==> config.mk <==
export PLATFORM = sky130hd
export DESIGN_NAME = draw_arbiter
export DESIGN_NICKNAME = d
export VERILOG_FILES = /design/src/rtl/draw_arbiter.sv
export SDC_FILE = /design/constraint.sdc
export NUM_CORES = 1
export LEC_CHECK = 0
export CORE_AREA = 2 2 84 86
export CTS_BUF_LIST = sky130_fd_sc_hd__clkbuf_8
export DETAILED_ROUTE_END_ITERATION = 10
export DIE_AREA = 0 0 86 88
export GPL_ROUTABILITY_DRIVEN = 0
export PLACE_DENSITY = 0.91
export REMOVE_ABC_BUFFERS = 1
export SLEW_MARGIN = 20
export SYNTH_ARGS = -nofsm -noshare
export SYNTH_HDL_FRONTEND = slang
export SYNTH_SLANG_ARGS = --single-unit
==> constraint.sdc <==
create_clock -name clock -period 4.7 [get_ports clock]
set_clock_uncertainty 0.05 [all_clocks]
set_input_delay 0.47 -clock clock [delete_from_list [all_inputs] [get_ports clock]]
set_output_delay 0.47 -clock clock [all_outputs]
set_load 0.005 [all_outputs]
==> src/rtl/draw_arbiter.sv <==
// Pixel-draw arbiter: grants one requester for a whole sprite/region burst and
// forwards each accepted pixel to the VGA write port one cycle later.
//
// state  | meaning
// IDLE   | arbitration cycle; no ready asserted, winner registered if any valid
// LOCKED | grant held on gsel; pixels accepted while ~hold until burst ends
module draw_arbiter #(
  parameter int NUM_CH      = 9,
  parameter int X_W         = 8,
  parameter int Y_W         = 7,
  parameter int COLOUR_W    = 3,
  parameter int RR_MODE     = 0,
  parameter int BURST_LIMIT = 0
) (
  input  logic                     clock,
  input  logic                     reset,
  input  logic [NUM_CH-1:0]        ch_valid,
  input  logic [NUM_CH-1:0]        ch_last,
  input  logic [NUM_CH*X_W-1:0]    ch_x,
  input  logic [NUM_CH*Y_W-1:0]    ch_y,
  input  logic [NUM_CH*COLOUR_W-1:0] ch_colour,
  output logic [NUM_CH-1:0]        ch_ready,
  input  logic                     hold,
  output logic [X_W-1:0]           X,
  output logic [Y_W-1:0]           Y,
  output logic [COLOUR_W-1:0]      COLOUR,
  output logic                     writeEn,
  output logic [3:0]               grant_id,
  output logic                     busy
);

  localparam int CH_W  = (NUM_CH > 1) ? $clog2(NUM_CH) : 1;
  localparam int CNT_W = (BURST_LIMIT > 1) ? $clog2(BURST_LIMIT + 1) : 1;

  typedef enum logic {IDLE, LOCKED} state_t;

  state_t            state;
  logic [CH_W-1:0]   gsel;
  logic [CH_W-1:0]   rr_ptr;
  logic [CH_W-1:0]   win_idx;
  logic              win_found;
  logic [CNT_W-1:0]  burst_left;
  logic              g_valid;
  logic              g_last;
  logic              burst_end;

  always_comb begin
    int idx;
    idx       = 0;
    win_idx   = '0;
    win_found = 1'b0;
    if (RR_MODE == 0) begin
      for (int i = NUM_CH - 1; i >= 0; i--) begin
        if (ch_valid[CH_W'(i)]) begin
          win_idx   = CH_W'(i);
          win_found = 1'b1;
        end
      end
    end else begin
      // search starts strictly after the last granted channel
      for (int k = 1; k <= NUM_CH; k++) begin
        idx = int'(rr_ptr) + k;
        if (idx >= NUM_CH) idx = idx - NUM_CH;
        if (!win_found && ch_valid[CH_W'(idx)]) begin
          win_idx   = CH_W'(idx);
          win_found = 1'b1;
        end
      end
    end
  end

  assign g_valid   = ch_valid[gsel];
  assign g_last    = ch_last[gsel];
  // down-counter loaded at grant; terminal count on the transfer that hits 1
  assign burst_end = (BURST_LIMIT != 0) && (burst_left == CNT_W'(1));
  assign grant_id  = 4'(gsel);
  assign busy      = (state == LOCKED);

  always_comb begin
    ch_ready = '0;
    if (state == LOCKED) ch_ready[gsel] = ~hold;
  end

  always_ff @(posedge clock) begin
    if (reset) begin
      state      <= IDLE;
      gsel       <= '0;
      rr_ptr     <= CH_W'(NUM_CH - 1);
      burst_left <= '0;
      X          <= '0;
      Y          <= '0;
      COLOUR     <= '0;
      writeEn    <= 1'b0;
    end else begin
      writeEn <= 1'b0;
      case (state)
        IDLE: begin
          if (win_found) begin
            gsel       <= win_idx;
            burst_left <= CNT_W'(BURST_LIMIT);
            state      <= LOCKED;
          end
        end
        LOCKED: begin
          if (!hold) begin
            if (g_valid) begin
              X          <= ch_x[gsel*X_W +: X_W];
              Y          <= ch_y[gsel*Y_W +: Y_W];
              COLOUR     <= ch_colour[gsel*COLOUR_W +: COLOUR_W];
              writeEn    <= 1'b1;
              burst_left <= burst_left - 1'b1;
            end
            // dropped valid while not stalled means the requester abandoned
            if (!g_valid || g_last || burst_end) begin
              state      <= IDLE;
              rr_ptr     <= gsel;
              burst_left <= '0;
            end
          end
        end
        default: state <= IDLE;
      endcase
    end
  end

endmodule

==> results_dict.tcl <==
set metrics [dict create \
    ys_seq_elements 23 \
    reg2reg_slack_ps 1720 \
    nets 547 \
    critical-path-top-delay-family "flip-flops" \
    finalWirelength_mm 7.55 \
    fin_util 0.629 \
    clkSlewWorstSetupHoldPaths_ps 80 \
    fp.dieW_um 86 \
    crit_chain "nor2_1 -> a2bb2o_1 -> nor4b_4 -> buf_4 -> mux2i_1 -> nor2_1" \
    cp_slowest_stage_delay_ps 1040 \
    cp.arrival_ps 3040 \
    finalHoldViolCount 0 \
    p_comb_frac 0.451 \
    fin_tns_setup_ps 0 \
    cts_root_buffer "clkbuf_8" \
    fin_cells 443 \
    setup_viol_count_final 0 \
    cts_tree "yes" \
    critPathKind "register to register" \
    dp_slack_ps 1570 \
    end_kind "register" \
    nFillCells 525 \
    area_delta_synth_final_pct 93.5 \
    grt_max_degree 50 \
    drive_above_1_share 0.196 \
    io_pins 216 \
    grtUsageMet2 0.387 \
    min_period_over_period 0.634 \
    p_int_w 0.000474 \
    antenna_found_initial 0 \
    hold_class "register to register" \
    routedWlPerCell_um 17.0 \
    cts_made_buffers 3 \
    portBuffers 193 \
    use_met3 0.0584 \
    net-switching-power_w 0.000146 \
    cp_common_cell "nor2_1" \
    synth_area_per_cell_um2 12.0 \
    dp.cells 439 \
    rows 30 \
    maxSlewViolCount 0 \
    power.share.sequential 0.351 \
    busiest_layer "met2" \
    dr.pass1.iters 4 \
    grt_setup_unrepaired "false" \
    design.core.area_um2 6640 \
    postCtsHoldBufs 0 \
    grt_pass1_wl_mm 11.4 \
    synth_area_um2 2160 \
    power_frac_clock 0.198 \
    clock_latency_ps 260 \
    swShare 0.236 \
    status "completed" \
    grt_pass1_vias 2457 \
    grt_remaining_overflow 0 \
    slew_headroom 0.285 \
    fin_ws_ps 1720 \
    route.detailed.drc 0 \
    track_usage 0.191 \
    powerDensity_nw_per_um2 148 \
    cts.repair.resized 0 \
    synth-seq-area-share 0.213 \
    antenna_left 0 \
    post_drt_via_cell_ratio 5.18 \
    cp-start-kind "register" \
    n_antenna_cell 0 \
    timing.fmax_mhz 335 \
    dpl.hpwl_mm 6.29 \
    grtUsageMet1 0.187 \
    power_leakage_nw 1.39 \
    worstMarginPinSlew_ps 1070 \
    critPathSlowestCell "dfxtp_2" \
    cts-htree-levels 1 \
    drt-initial-drc-count 47 \
    period_needed_ps 2980 \
    netlist_instances 180 \
    clock_path_buffers 2 \
    drv_cap 0 \
    ir_worst_vdd_mv 0.0808 \
    critPathBufInv 1 \
    synth_cell_type_count 28 \
    cts_setup_buffers 0 \
    die_area_um2 7570 \
    finalPower_w 0.000620 \
    cp.required_ps 4760 \
    cts_num_sinks 23 \
    die_h_um 88 \
    initial_core_util 0.325 \
    cp_max_fo 49 \
    ys_warn_count 0 \
    vias 2296 \
]
layout make-up:
cell class / instances / area, um^2 / share of cell area
flip-flops and latches: 23 / 463 / 0.111
clock buffers: 3 / 41.3 / 0.00988
repair buffers: 197 / 1960 / 0.470
multi-input cells: 137 / 1600 / 0.383
clock inverters: 1 / 5.00 / 0.00120
well taps: 80 / 100 / 0.0240
inverters: 2 / 7.51 / 0.00180
power groups by stage:
stage	logic [W]	clock network, W	registers (W)
global placement	0.000274	0	0.000222
floorplan	0.0000973	0	0.000228
global route	0.000299	0.000139	0.000221
detailed placement	0.000282	0	0.000223
CTS	0.000283	0.000129	0.000219
finish	0.000279	0.000123	0.000218
state kept, by name, indices dropped and copies added (netlist names):
signal    count
writeEn       1
Y             7
grant_id      3
COLOUR        3
busy          1
X             8
through the flow:
| stage | instance area, um^2 | hold WS (ps) |
|---|---|---|
| after floorplan | 2060 | 435 |
| after global placement | 4130 | 421 |
| after detailed placement | 4130 | 434 |
| after CTS | 4180 | 454 |
| after global routing | 4180 | 494 |
| final | 4180 | 447 |
worst paths after layout:
check | start | to | cells after the start
max | grant_id[2] | COLOUR[0] | 6
min | Y[6] | Y[6] | 2
min reg2reg | Y[6] | Y[6] | 2
max reg2reg | grant_id[2] | COLOUR[0] | 6
synthesized netlist by cell type:
library cell,n,share of area
a21oi_1,5,0.012
a2bb2o_1,1,0.0046
buf_1,2,0.0035
buf_2,3,0.0070
buf_4,3,0.010
buf_6,1,0.0052
buf_8,1,0.0070
clkbuf_1,9,0.016
conb_1,1,0.0017
dfxtp_1,23,0.21
inv_1,2,0.0035
mux2_2,22,0.11
mux2i_1,19,0.088
mux4_2,38,0.40
nand2_1,3,0.0052
nand2b_1,2,0.0058
nand3_1,1,0.0023
nor2_1,23,0.040
nor2b_1,3,0.0087
nor3_1,7,0.016
nor3b_1,2,0.0070
nor4_1,3,0.0087
nor4b_2,1,0.0070
o21ai_0,1,0.0023
o21bai_1,1,0.0035
o31ai_1,1,0.0035
o41ai_1,1,0.0041
or4_1,1,0.0035
logic make-up after synthesis:
group,after synthesis,synth area share
compound gates,10,0.0295
flops,23,0.213
mux,79,0.599
other cells,1,0.00174
simple gates,46,0.104
buf+inv,21,0.0521
metal layers:
layer,wire (um),vias up
li1,-,1072
met3,880,12
met1,2480,1064
met5,0,-
met2,4080,148
met4,100,0
layout by cell type (no fill, tap or decap), drive strengths merged, types with 2 or more instances in the layout:
cell type / n
clkdlybuf4s50: 193
mux4: 38
nor2: 23
dfxtp: 23
mux2: 22
mux2i: 19
nor3: 7
a21oi: 5
buf: 4
nand2: 3
nor4: 3
nor2b: 3
clkbuf: 3
nand2b: 2
inv: 2
nor3b: 2
conb: 2
worst reg2reg max path: cells and delay by family (launching register included):
kind	cells	cell delay, ps
mux	1	210
simple gates	3	860
compound gates	1	320
buf+inv	1	360
flops	1	1040
Note: power is estimated with default switching activity, not from simulation.
